--- src/rtl/intreq_mux.sv ---
// intreq_mux: per-level interrupt source mux feeding the BR/BG controller intvec input.
// Define INTMUX_RR_EN for round-robin arbitration instead of fixed priority. Rev 1.0
`default_nettype none

module intreq_mux #(
   parameter int NSRC = 4
) (
   input  logic                CLOCK,
   input  logic                RESET,
   input  logic                init_in_h,
   input  logic [NSRC-1:0]     req_in_h,
   input  logic [8*NSRC-1:0]   vec_in_h,
   input  logic                intr_in_h,
   input  logic                ssyn_in_h,
   output logic [7:0]          intvec,
   output logic [NSRC-1:0]     ack_out_h,
   output logic [2:0]          sel_out,
   output logic                busy_out_h
);

   typedef enum logic [1:0] {
      IDLE  = 2'd0,
      PEND  = 2'd1,
      XFER  = 2'd2,
      REARM = 2'd3
   } state_t;

   state_t            state, state_n;
   logic [7:0]        intvec_n;
   logic [NSRC-1:0]   ack_n;
   logic [2:0]        sel_n;
   logic [2:0]        win;
   logic [7:0]        win_vec;
   logic [2:0]        start;
   logic              any_req;

   assign any_req = |req_in_h;

`ifdef INTMUX_RR_EN
   logic [2:0] ptr, ptr_n;
   assign start = ptr;
`else
   assign start = 3'd0;
`endif

   // Winner is the requester at the smallest circular distance from start.
   always_comb begin
      int best;
      int d;
      best    = NSRC;
      d       = 0;
      win     = 3'd0;
      win_vec = 8'd1;
      for (int i = 0; i < NSRC; i++) begin
         d = (i - int'(start) + NSRC) % NSRC;
         if (req_in_h[i] && (d < best)) begin
            best    = d;
            win     = 3'(i);
            win_vec = vec_in_h[8*i +: 8];
         end
      end
   end

   always_comb begin
      state_n  = state;
      intvec_n = intvec;
      ack_n    = '0;
      sel_n    = sel_out;
`ifdef INTMUX_RR_EN
      ptr_n    = ptr;
`endif
      case (state)
         IDLE: begin
            intvec_n = 8'd1;
            if (any_req) begin
               sel_n    = win;
               intvec_n = win_vec & 8'hFC;
               state_n  = PEND;
            end
         end
         PEND: begin
            // Commitment by intr takes precedence over a simultaneous request drop.
            if (intr_in_h) begin
               state_n = XFER;
            end else if (!req_in_h[sel_out]) begin
               intvec_n = 8'd1;
               state_n  = IDLE;
            end
         end
         XFER: begin
            if (intr_in_h && ssyn_in_h) begin
               ack_n[sel_out] = 1'b1;
               intvec_n       = 8'd1;
               state_n        = REARM;
`ifdef INTMUX_RR_EN
               ptr_n = (sel_out == 3'(NSRC-1)) ? 3'd0 : sel_out + 3'd1;
`endif
            end else if (!intr_in_h) begin
               intvec_n = 8'd1;
               state_n  = IDLE;
            end
         end
         REARM: begin
            intvec_n = 8'd1;
            state_n  = IDLE;
         end
         default: begin
            intvec_n = 8'd1;
            state_n  = IDLE;
         end
      endcase
   end

   always_ff @(posedge CLOCK) begin
      if (RESET || init_in_h) begin
         state      <= IDLE;
         intvec     <= 8'd1;
         ack_out_h  <= '0;
         sel_out    <= 3'd0;
         busy_out_h <= 1'b0;
`ifdef INTMUX_RR_EN
         ptr        <= 3'd0;
`endif
      end else begin
         state      <= state_n;
         intvec     <= intvec_n;
         ack_out_h  <= ack_n;
         sel_out    <= sel_n;
         busy_out_h <= (state_n == PEND) || (state_n == XFER);
`ifdef INTMUX_RR_EN
         ptr        <= ptr_n;
`endif
      end
   end

endmodule

`default_nettype wire

--- config.mk ---
export PLATFORM = sky130hd
export DESIGN_NAME = intreq_mux
export DESIGN_NICKNAME = d
export VERILOG_FILES = /design/src/rtl/intreq_mux.sv
export SDC_FILE = /design/constraint.sdc
export NUM_CORES = 1
export LEC_CHECK = 0
export ABC_AREA = 1
export BUFFER_PORTS_ARGS = -buffer_cell sky130_fd_sc_hd__buf_2
export CORE_MARGIN = 3
export CORE_UTILIZATION = 43
export CTS_CLUSTER_SIZE = 10
export DETAILED_ROUTE_END_ITERATION = 10
export GPL_TIMING_DRIVEN = 0
export PLACE_DENSITY_LB_ADDON = 0.05
export SLEW_MARGIN = 10
export SYNTH_ARGS = -nofsm -noshare
export SYNTH_HDL_FRONTEND = slang
export SYNTH_SLANG_ARGS = --single-unit
--- constraint.sdc ---
create_clock -name CLOCK -period 1.6 [get_ports CLOCK]
set_input_delay 0.08 -clock CLOCK [delete_from_list [all_inputs] [get_ports CLOCK]]
set_output_delay 0.08 -clock CLOCK [all_outputs]
set_load 0.03 [all_outputs]
After elaboration in Yosys (flattened, before gate mapping)
Index checks and enable logic that the tools add are counted.
{ "word_totals": {"elab_cells": 58, "input_bits": 41, "regBits": 18} }
{ "op_classes": {"reduce_logical": 12, "bitwise_logic": 2, "eq_ne": 8, "muxes": 26, "magnitude_cmp": 5} }
{ "op_table": {"columns": ["operator", "count"], "rows": [
  ["8-bit 2-to-1 mux", 9],
  ["8-bit one-hot mux with 4 select lines", 1],
  ["2-bit 2-to-1 mux", 7],
  ["3-bit 2-to-1 mux", 3],
  ["2-bit one-hot mux with 4 select lines", 1],
  ["2-bit equality test, second input constant", 3],
  ["2-bit by 3-bit less-than comparator with 1-bit output, first input constant", 2],
  ["1-bit logical AND", 5],
  ["2-bit by 1-bit equality test with 1-bit output, second input constant", 2],
  ["2-bit inequality test, second input constant", 2],
  ["4-bit OR reduction", 1],
  ["3-bit by 1-bit >= comparator with 1-bit output, second input constant", 1],
  ["1-bit by 3-bit less-than comparator with 1-bit output, first input constant", 1],
  ["3-bit less-than comparator, second input constant", 1],
  ["1-bit 2-to-1 mux", 3],
  ["3-bit inequality test, second input constant", 1],
  ["3-bit AND reduction", 1],
  ["3-bit OR reduction", 1],
  ["1-bit binary-select mux with 2-bit select", 1],
  ["1-bit demux with 2-bit select", 1],
  ["2-bit logical NOT", 1],
  ["1-bit logical OR", 2],
  ["1-bit NOT", 2],
  ["2-bit AND reduction", 1]
]} }

Longest topological paths before layout
Gate-level depths: netlist (run 1).
{ "depth": {"word_depth": 12, "depth_mapped": 11, "mapped_depth_nobuf": 10} }

Least setup slack after synthesis (run 1)
No wires, ideal clock.
{ "synth_timing": {"path_kind": "reg2reg", "startpoint": "register sel_out[0]", "endpoint": "register intvec[2]", "t_arrival_ns": 1.278, "required_ns": 1.487, "path_stages_with_launch": 11, "setup_time_ns": 0.113, "path_slack_ns": 0.210, "path_cell_list": "dfxtp_1 inv_2 nand2_1 nand2_1 nand2_1 nand2_2 nand2_4 nand2_4 buf_6 nor2_1 nor2_1"} }
{ "synth_via": {"elab_chain_len": 4} }
{ "synth_lines": {"columns": ["item", "line", "text"], "rows": [
  ["start: declaration", "17", "output logic [2:0] sel_out,"],
  ["start signal: assignment", "128", "sel_out <= sel_n;"],
  ["1-bit binary-select mux with 2-bit select", "85", "end else if (!req_in_h[sel_out]) begin"],
  ["1-bit 2-to-1 mux (implied by the code)", "85", null],
  ["2-bit inequality test (no line)", null, null],
  ["3-bit AND reduction (no line)", null, null],
  ["end signal: assignment", "126", "intvec <= intvec_n;"],
  ["end: declaration", "15", "output logic [7:0] intvec,"]
]} }
Every way passes these cells. The select of a mux whose other input is x is not followed.
A chain may end at the register's enable or synchronous reset.

Worst setup path in the final report (run 1)
{ "layout_timing": {"startpoint": "register sel_out[0]", "endpoint": "register intvec[4]"} }
Same word-level chain as after synthesis.

==> impl_summary.log, run 1 <==
INFO  metric status = finished, final reports clean
INFO  metric setup_cp_type = flip-flop to flip-flop
INFO  metric hold_path_class = input port to flip-flop
INFO  metric synth_seq_cells = 16
INFO  metric report.final.slew_viol_count = 0
INFO  metric avgSynthCellArea = 5.98 um^2
INFO  metric detailed_place_hpwl = 1.88 mm
INFO  metric finalWeightedCongestion = 0.758
INFO  metric drt_first_pass_iters = 4
INFO  metric path_clk_slew = 100 ps
INFO  metric vias_in_the_first_global_route = 971
INFO  metric initial_core_util = 0.461
INFO  metric detail-route-antenna-nets = 0
INFO  metric routed_wire_per_std_cell = 9.10 um
INFO  metric global_route.overflow_total = 0
INFO  metric final_layout_size_suffix_gt1_frac = 0.309
INFO  metric total_power = 0.964 mW
INFO  metric setup-tns-final = 0 ps
INFO  metric layout.cells.most_common = nand2_1
INFO  metric vias = 1150
INFO  metric power_per_cell_area = 731 nW/um^2
INFO  metric n_antenna_cell = 0
INFO  metric synth.cell_area = 1030 um^2
INFO  metric distinct_cells_synth = 20
INFO  metric required = 1800 ps
INFO  metric design.portCount = 57
INFO  metric crit_path_time_final = 1290 ps
INFO  metric grt_setup_unrepaired = false
INFO  metric dieHeight = 54.9 um
INFO  metric yosysWarnings = 0
INFO  metric rows = 17
INFO  metric synth_cells = 172
INFO  metric critical_path_peak_fanout = 10
INFO  metric final_hold_viol_count = 0
INFO  metric maximum_buffer_depth_of_the_clock_tree = 2
INFO  metric vias_per_cell = 4.64
INFO  metric cp_data_arrival_time = 1490 ps
INFO  metric route.met2.wl = 1.11 mm
INFO  metric maxClockFrequency = 773 MHz
INFO  metric reg2reg_from = sel_out[0]
INFO  metric synth_top_area_frac = 0.311
INFO  metric io_buffer_count = 43
INFO  metric setup.worst_path.start_class = flip-flop
INFO  metric uppermost_routed_layer = met4
INFO  metric setup-violations-final = 0
INFO  metric clock-sinks = 16
INFO  metric core = 2230 um^2
INFO  metric crit_path_start = sel_out[0]
INFO  metric met3_length = 158 um
INFO  metric post-route-util = 0.590
INFO  metric nets = 262
INFO  metric synth_sequential_area_ratio = 0.311
INFO  metric maximum_number_of_pins_on_one_net_before_global_route_repair = 11
INFO  metric die_area = 3010 um^2
INFO  metric cts_hold_buffers = 0
INFO  metric clock-root-buffer = clkbuf_4
INFO  metric area.growth.synth_to_final = 28.2%
INFO  metric hold_ws = 90.1 ps
INFO  metric vdd_drop_max = 0.000404 V
INFO  metric totalWireLength = 2.26 mm
INFO  metric die-width = 54.9 um
INFO  metric route.layer.met1.wl = 950 um
INFO  metric dr.first_iter.drc_count = 4
INFO  metric worst_hold_startpoint = RESET
INFO  metric tritoncts_clock_tree = yes
INFO  metric grt_use_total = 0.166
INFO  metric grt_first_pass_wirelength = 3.67 mm
INFO  metric worst_case_clock_skew = 7.22 ps
INFO  metric final_min_period_over_clock_period = 0.809
INFO  metric layout.cells.most_common_list = nand2_1, buf_2, nor2_1, inv_1, dfxtp_1
INFO  metric final_area = 1320 um^2
INFO  metric crit_path_end_kind = flip-flop
INFO  metric post-cts-setup-buffer-count = 0
INFO  metric cells_resized_by_post_cts_repair = 0
INFO  metric initial_antenna_violation_count = 0
INFO  metric max_cap_violations = 0
INFO  metric power_leakage = 0.798 nW
INFO  metric drc = 0
INFO  metric netlist.top_cell.by_area = dfxtp_1
INFO  metric tritoncts.num_buffers = 3
INFO  metric clock_tree.htree_level_count = 1
INFO  metric worst_skew_pair_later_pin_latency = 290 ps
INFO  metric placement.cell_area = 1280 um^2
INFO  metric synthTopCellsByArea = dfxtp_1, nand2_1, nor2_1, inv_1, nand3_1
[worst max-delay path: stages (launching register included)]
cell	delay [ps]
dfxtp_1	430
inv_2	90
nand2_1	60
nand2_1	40
nand2_1	60
nand2_2	80
nand2_4	70
nand2_4	60
buf_6	140
nor2_1	110
nor2_1	50
[where the power goes]
part	total, mW	internal [mW]	switching [mW]	leakage, nW
combinational	0.267	0.102	0.166	0.646
sequential	0.426	0.416	0.00983	0.131
clock	0.270	0.139	0.132	0.0210
[stage by stage]
step           setup slack [ps]  std cells
2_1_floorplan               210        173
3_3_place_gp                318        244
3_5_place_dp                282        244
4_1_cts                     282        248
5_1_grt                     142        248
6_report                    306        248
[Yosys cell counts (all sizes together)]
library cell / count
nor2: 29
nand3: 13
nand4: 6
o21ai: 2
nor3: 4
a21oi: 2
conb: 1
buf: 8
o21a: 1
inv: 26
dfxtp: 16
nand2: 64
[cell families (layout without fill, tap and decap cells)]
kind of cell	count (synthesis)	count (layout)	synth area share
simple gates	116	116	0.500
buf+inv	34	81	0.158
flops	16	16	0.311
compound gates	5	5	0.0268
other cells	1	2	0.00365
[cell type report]
cell class / count / area, um^2
Buffer: 8 / 65.1
Timing Repair Buffer: 43 / 215
Fill cell: 247 / 915
Inverter: 26 / 97.6
Multi-Input combinational cell: 123 / 549
Tap cell: 28 / 35.0
Sequential cell: 16 / 320
Clock buffer: 4 / 36.3
[path summary, 6_finish.rpt]
kind / endpoint / slack, ps / cells past startpoint
worst min-delay path: sel_out[0] / 90 / 4
worst max register to register: intvec[4] / 310 / 10
worst min register to register: intvec[0] / 460 / 2
worst max-delay path: intvec[4] / 310 / 10
[registers in the layout, summed over array words and instances, names as in the netlist]
signal / count
busy_out_h: 1
intvec: 7
sel_out: 2
state: 2
ack_out_h: 4
[layer usage]
layer  vias to the layer above  global-route usage
met5                         -                   0
met4                         0              0.0486
met3                         4              0.0322
met2                        35               0.293
met1                       497               0.202
li1                        614                   -
(Power assumes the default switching activity.)
==> run 2: changes to the inputs <==
==> constraint.sdc (replaced) <==
create_clock -name CLOCK -period 1.2 [get_ports CLOCK]
set_input_delay 0.06 -clock CLOCK [delete_from_list [all_inputs] [get_ports CLOCK]]
set_output_delay 0.06 -clock CLOCK [all_outputs]
set_load 0.03 [all_outputs]
==> impl_summary.log, run 2 (same netlist as run 1, synthesis figures left out) <==
INFO  metric total_power = 1.32 mW
INFO  metric critical_path_peak_fanout = 6
INFO  metric vias = 1152
INFO  metric layout.cells.most_common_list = nand2_1, buf_2, inv_1, nor2_1, dfxtp_1
INFO  metric cp_top_family = simple AND/OR/NAND/NOR gates
INFO  metric tritoncts.num_buffers = 3
INFO  metric finalWeightedCongestion = 0.744
INFO  metric sequential_cell_area = 325 um^2
INFO  metric clkPwrFrac = 0.271
INFO  metric die-width = 54.9 um
INFO  metric power_leakage = 0.818 nW
INFO  metric dieHeight = 54.9 um
INFO  metric design.portCount = 57
INFO  metric totalWireLength = 2.40 mm
INFO  metric layout.cells.most_common = nand2_1
INFO  metric hold_path_class = input port to flip-flop
INFO  metric core = 2230 um^2
INFO  metric routed_wire_per_std_cell = 9.61 um
INFO  metric largest_register_ff_count = 7
INFO  metric power.sequential.fraction = 0.430
INFO  metric power_report.internal_total = 0.890 mW
INFO  metric setup_cp_type = flip-flop to flip-flop
INFO  metric grt_use_total = 0.154
INFO  metric nFillCells = 228
INFO  metric final_hold_viol_count = 0
INFO  metric path_clk_slew = 90 ps
INFO  metric grt_setup_unrepaired = true
INFO  metric drt_first_pass_iters = 4
INFO  metric initial_antenna_violation_count = 0
INFO  metric nets = 264
INFO  metric swShare = 0.327
INFO  metric setup-violations-final = 0
INFO  metric rows = 17
INFO  metric comb_power_share = 0.299
INFO  metric global_route.overflow_total = 0
INFO  metric initial_core_util = 0.461
INFO  metric setup.worst_path.start_class = flip-flop
INFO  metric drc = 0
INFO  metric hold_ws = 55.5 ps
INFO  metric maxClockFrequency = 867 MHz
INFO  metric worst_case_clock_skew = 0.975 ps
INFO  metric clock_tree.htree_level_count = 1
INFO  metric path_common_cell = nor2_1
INFO  metric worst_skew_pair_later_pin_latency = 290 ps
INFO  metric tritoncts_clock_tree = yes
INFO  metric biggestRegsByFlops = intvec (7), ack_out_h (4)
INFO  metric io_buffer_count = 43
INFO  metric vias_in_the_first_global_route = 900
INFO  metric setup-tns-final = 0 ps
INFO  metric vdd_drop_max = 0.000599 V
INFO  metric report.final.slew_viol_count = 0
INFO  metric max_cap_violations = 0
INFO  metric registers.top_by_ff_count = intvec
INFO  metric vias_per_cell = 4.61
INFO  metric layoutNonFillerInstCount = 250
INFO  metric cp_data_arrival_time = 1350 ps
INFO  metric slowest_delay = 340 ps
INFO  metric final_min_period_over_clock_period = 0.961
INFO  metric dr.first_iter.drc_count = 9
INFO  metric clock-sinks = 16
INFO  metric slowest_stage = dfxtp_1
INFO  metric detailed_place_hpwl = 1.84 mm
INFO  metric numPlacedInstances = 244
INFO  metric clock-root-buffer = clkbuf_4
INFO  metric detail-route-antenna-nets = 0
INFO  metric crit_path_time_final = 1150 ps
INFO  metric switching_power = 0.432 mW
INFO  metric n_antenna_cell = 0
INFO  metric multi_input_area = 617 um^2
INFO  metric required = 1390 ps
INFO  metric maximum_buffer_depth_of_the_clock_tree = 2
INFO  metric crit_path_end_kind = flip-flop
INFO  metric grt_first_pass_wirelength = 3.42 mm
INFO  metric status = finished, final reports clean
INFO  metric timing.critical_path.cells = inv_1 -> nand3_1 -> nor2_1 -> nor2_4 -> nand2_4 -> nor2_2 -> nor2_1
INFO  metric critPathBufInv = 1
INFO  metric area.growth.synth_to_final = 35.9%
INFO  metric final_layout_size_suffix_gt1_frac = 0.396
INFO  metric power_per_cell_area = 946 nW/um^2
INFO  metric maximum_number_of_pins_on_one_net_before_global_route_repair = 14
INFO  metric die_area = 3010 um^2
[run 2: cell types whose count changed in the layout (fill, tap and decap cells not counted)]
cell / delta
nand2_1: -8
nand2_8: +1
nand2_4: +1
inv_1: -1
buf_6: -1
inv_4: +1
dfxtp_4: +1
dfxtp_2: +1
buf_4: +2
nand2_2: +7
nor2_1: -7
nor2_2: +6
nor2_4: +1
dfxtp_1: -2
[run 2: power groups by stage]
stage / Sequential, mW / Combinational, mW / Clock, mW
floorplan: 0.622 / 0.211 / 0
global placement: 0.579 / 0.353 / 0
detailed placement: 0.580 / 0.359 / 0
CTS: 0.568 / 0.353 / 0.371
global route: 0.572 / 0.444 / 0.389
finish: 0.568 / 0.396 / 0.358
[run 2: area by class of cell]
class / count / share of cell area
inverters: 26 / 0.0716
clock buffers: 4 / 0.0260
plain buffers: 7 / 0.0385
repair buffers: 45 / 0.165
multi-input cells: 124 / 0.441
flip-flops and latches: 16 / 0.233
well taps: 28 / 0.0251
[run 2: worst min-delay path: cells and delay by family]
family | cells | cell delay (ps)
compound gates | 2 | 110
simple gates | 1 | 60
buf+inv | 1 | 80
[run 2: what timing repair did]
action	4_1_cts	5_1_grt
gates resized for setup	0	20
setup buffers	0	2
hold buffers	0	0
pin swaps	0	12
endpoints found under the setup margin	6	8
cloned	0	1
[run 2: metrics by stage]
| stage | cell area (um^2) | setup WS, ps | util |
|---|---|---|---|
| detailed placement | 1290 | -11.8 | 0.576 |
| floorplan | 1040 | 18.4 | - |
| finish | 1400 | 47.2 | 0.626 |
| global route | 1400 | -54.3 | 0.626 |
| global placement | 1290 | 9.54 | 0.576 |
| CTS | 1310 | 32.0 | 0.588 |
[run 2: final timing paths]
kind | endpoint | slack, ps | depth (start not counted) | startpoint
setup reg to reg | intvec[3] | 50 | 7 | state[0]
setup / recovery | intvec[3] | 50 | 7 | state[0]
hold / removal | sel_out[0] | 60 | 4 | RESET
hold reg to reg | intvec[0] | 470 | 2 | intvec[0]
[run 2: layer usage]
metal  vias up  track usage  wire, um
li1        618            -         -
met1       498        0.190      1010
met2        34        0.256      1220
met3         2       0.0402       163
met4         0       0.0607        14
met5         -            0         0
==> run 3: changes to the inputs <==
--- a/config.mk
+++ b/config.mk
@@ -5,10 +5,9 @@
 export SDC_FILE = /design/constraint.sdc
 export NUM_CORES = 1
 export LEC_CHECK = 0
-export ABC_AREA = 1
 export BUFFER_PORTS_ARGS = -buffer_cell sky130_fd_sc_hd__buf_2
 export CORE_MARGIN = 3
-export CORE_UTILIZATION = 43
+export CORE_UTILIZATION = 41
 export CTS_CLUSTER_SIZE = 10
 export DETAILED_ROUTE_END_ITERATION = 10
 export GPL_TIMING_DRIVEN = 0
==> impl_summary.log, run 3 <==
INFO  metric uppermost_routed_layer = met4
INFO  metric worst_case_clock_skew = 6.98 ps
INFO  metric synth_top_area_frac = 0.366
INFO  metric largest_register_ff_count = 7
INFO  metric cp_data_arrival_time = 1660 ps
INFO  metric synth-edff-count = 0
INFO  metric setup_cp_type = flip-flop to flip-flop
INFO  metric vias_per_cell = 4.92
INFO  metric grt_setup_unrepaired = true
INFO  metric distinct_cells_synth = 31
INFO  metric clock_tree.htree_level_count = 1
INFO  metric vias_in_the_first_global_route = 822
INFO  metric synth.cell_area = 875 um^2
INFO  metric r2r.worst_path.cells = 4
INFO  metric final_min_period_over_clock_period = 1.25
INFO  metric drt_first_pass_iters = 4
INFO  metric status = finished with violations
INFO  metric slowest_stage = mux4_2
INFO  metric setup.worst_path.start_class = flip-flop
INFO  metric path_clk_slew = 100 ps
INFO  metric report.final.slew_viol_count = 0
INFO  metric detail-route-antenna-nets = 0
INFO  metric maxClockFrequency = 665 MHz
INFO  metric netlist.top_cell.by_area = dfxtp_1
INFO  metric vdd_drop_max = 0.000558 V
INFO  metric final_critical_path_setup_slack = -305 ps
INFO  metric max_cap_violations = 0
INFO  metric hold_path_class = input port to flip-flop
INFO  metric tritoncts.num_buffers = 3
INFO  metric crit_path_end_kind = flip-flop
INFO  metric nFillCells = 185
INFO  metric crit_path_time_final = 1500 ps
INFO  metric n_antenna_cell = 0
INFO  metric power_per_cell_area = 938 nW/um^2
INFO  metric final_layout_size_suffix_gt1_frac = 0.465
INFO  metric grt_use_total = 0.171
INFO  metric maximum_number_of_pins_on_one_net_before_global_route_repair = 11
INFO  metric dr.first_iter.drc_count = 4
INFO  metric die-width = 52.2 um
INFO  metric dieHeight = 52.2 um
INFO  metric synth_seq_cells = 16
INFO  metric design.portCount = 57
INFO  metric layout.cells.most_common = buf_2
INFO  metric global_route.overflow_total = 0
INFO  metric critical_path_peak_fanout = 8
INFO  metric route.layer.met1.wl = 1.03 mm
INFO  metric final_hold_viol_count = 0
INFO  metric clock-root-buffer = clkbuf_4
INFO  metric total_power = 1.15 mW
INFO  metric tritoncts_clock_tree = yes
INFO  metric worst_skew_pair_later_pin_latency = 280 ps
INFO  metric route.met2.wl = 1.05 mm
INFO  metric io_buffer_count = 45
INFO  metric slowest_delay = 530 ps
INFO  metric postSynth.topFlopCell = dfxtp_1
INFO  metric die_area = 2720 um^2
INFO  metric violations = setup timing
INFO  metric setup-violations-final = 9
INFO  metric detailed_place_hpwl = 1.71 mm
INFO  metric timing.critical_path.cells = mux4_2 -> o21a_4 -> o21ai_2 -> a21oi_1
INFO  metric totalWireLength = 2.25 mm
INFO  metric asyncSetResetFlopFracSynth = 0
INFO  metric synth_commonest_cells = a21oi_1, dfxtp_1, nor2b_1
INFO  metric nets = 199
INFO  metric power_leakage = 0.579 nW
INFO  metric initial_core_util = 0.441
INFO  metric grt_first_pass_wirelength = 3.53 mm
INFO  metric met3_length = 159 um
INFO  metric synth_most_common_cell = a21oi_1
INFO  metric vias = 906
INFO  metric maximum_buffer_depth_of_the_clock_tree = 2
INFO  metric initial_antenna_violation_count = 0
INFO  metric min_delay_path_depth = 2
INFO  metric area.growth.synth_to_final = 40.3%
INFO  metric synthTopCellsByArea = dfxtp_1, a21oi_1, nor2b_1, nand3b_1, o21ai_0
INFO  metric post-route-util = 0.619
INFO  metric routed_wire_per_std_cell = 12.2 um
INFO  metric layout.cells.most_common_list = buf_2, a21oi_1, dfxtp_1, nor2b_1, o21ai_0
INFO  metric finalWeightedCongestion = 0.763
INFO  metric yosysWarnings = 0
INFO  metric clock-sinks = 16
INFO  metric avgSynthCellArea = 8.33 um^2
INFO  metric synth_cells = 105
INFO  metric rows = 16
INFO  metric required = 1350 ps
INFO  metric biggestRegsByFlops = intvec (7), ack_out_h (4)
INFO  metric synth_sequential_area_ratio = 0.366
INFO  metric core = 1980 um^2
INFO  metric registers.top_by_ff_count = intvec
INFO  metric drc = 0
-- run 3: cell count changes in the layout (fill, tap and decap cells not counted), moves of 12 or more --
| cell | delta |
|---|---|
| inv_1 | -22 |
| nor2_1 | -14 |
| nand2_2 | -12 |
| nand3_1 | -12 |
| a21oi_1 | +15 |
| nand2_1 | -46 |
-- run 3: power by group --
| group | total (mW) | internal, mW | switching, mW |
|---|---|---|---|
| clock network | 0.296 | 0.129 | 0.168 |
| registers | 0.568 | 0.551 | 0.0166 |
| logic | 0.286 | 0.128 | 0.159 |
| total | 1.15 | 0.808 | 0.343 |
-- run 3: layout make-up --
type | instances | area, um^2 | share of cell area
plain buffers | 7 | 45.0 | 0.0367
clock buffers | 4 | 26.3 | 0.0214
multi-input cells | 83 | 556 | 0.453
flip-flops and latches | 16 | 327 | 0.266
well taps | 27 | 33.8 | 0.0275
repair buffers | 47 | 240 | 0.196
-- run 3: cell families (layout without fill, tap and decap cells) --
kind of cell | count (synthesis) | count (layout) | synth area share
AO/OA/AOI/OAI | 37 | 37 | 0.243
XOR/XNOR | 1 | 1 | 0.0100
buffers and inverters | 7 | 58 | 0.0486
flip-flops | 16 | 16 | 0.366
multiplexers | 1 | 1 | 0.0257
other | 1 | 2 | 0.00429
AND/OR/NAND/NOR | 42 | 42 | 0.302
-- run 3: repair_timing --
action                                  4_1_cts  5_1_grt
hold buffers                                  0        0
hold endpoints to repair                      0        0
gates resized for setup                       2       10
pin swaps                                     3        4
setup buffers                                 1        1
endpoints found under the setup margin        9        9
-- run 3: routing by layer --
layer	vias up	global-route usage
li1	475	-
met1	400	0.224
met2	29	0.276
met3	2	0.0427
met4	0	0.0511
met5	-	0
-- run 3: worst paths after layout --
kind	startpoint	to	slack, ps
min reg2reg	intvec[3]	intvec[3]	460
max	sel_out[1]	intvec[4]	-300
min	intr_in_h	state[1]	60
max reg2reg	sel_out[1]	intvec[4]	-300
-- run 3: per-stage QoR --
step	TNS (ps)	hold WS (ps)	cell area (um^2)	std cells	setup slack, ps
finish	-2410	58.7	1230	184	-305
global route	-2910	55.0	1230	184	-359
CTS	-2500	48.9	1180	183	-312
detailed placement	-2400	349	1140	178	-304
global placement	-2170	340	1140	178	-265
floorplan	-2300	206	883	106	-279
-- run 3: critical path: cells and delay by family, from the launching register on --
family | cells | cell delay (ps)
multiplexers | 1 | 530
flip-flops | 1 | 370
AO/OA/AOI/OAI | 3 | 480
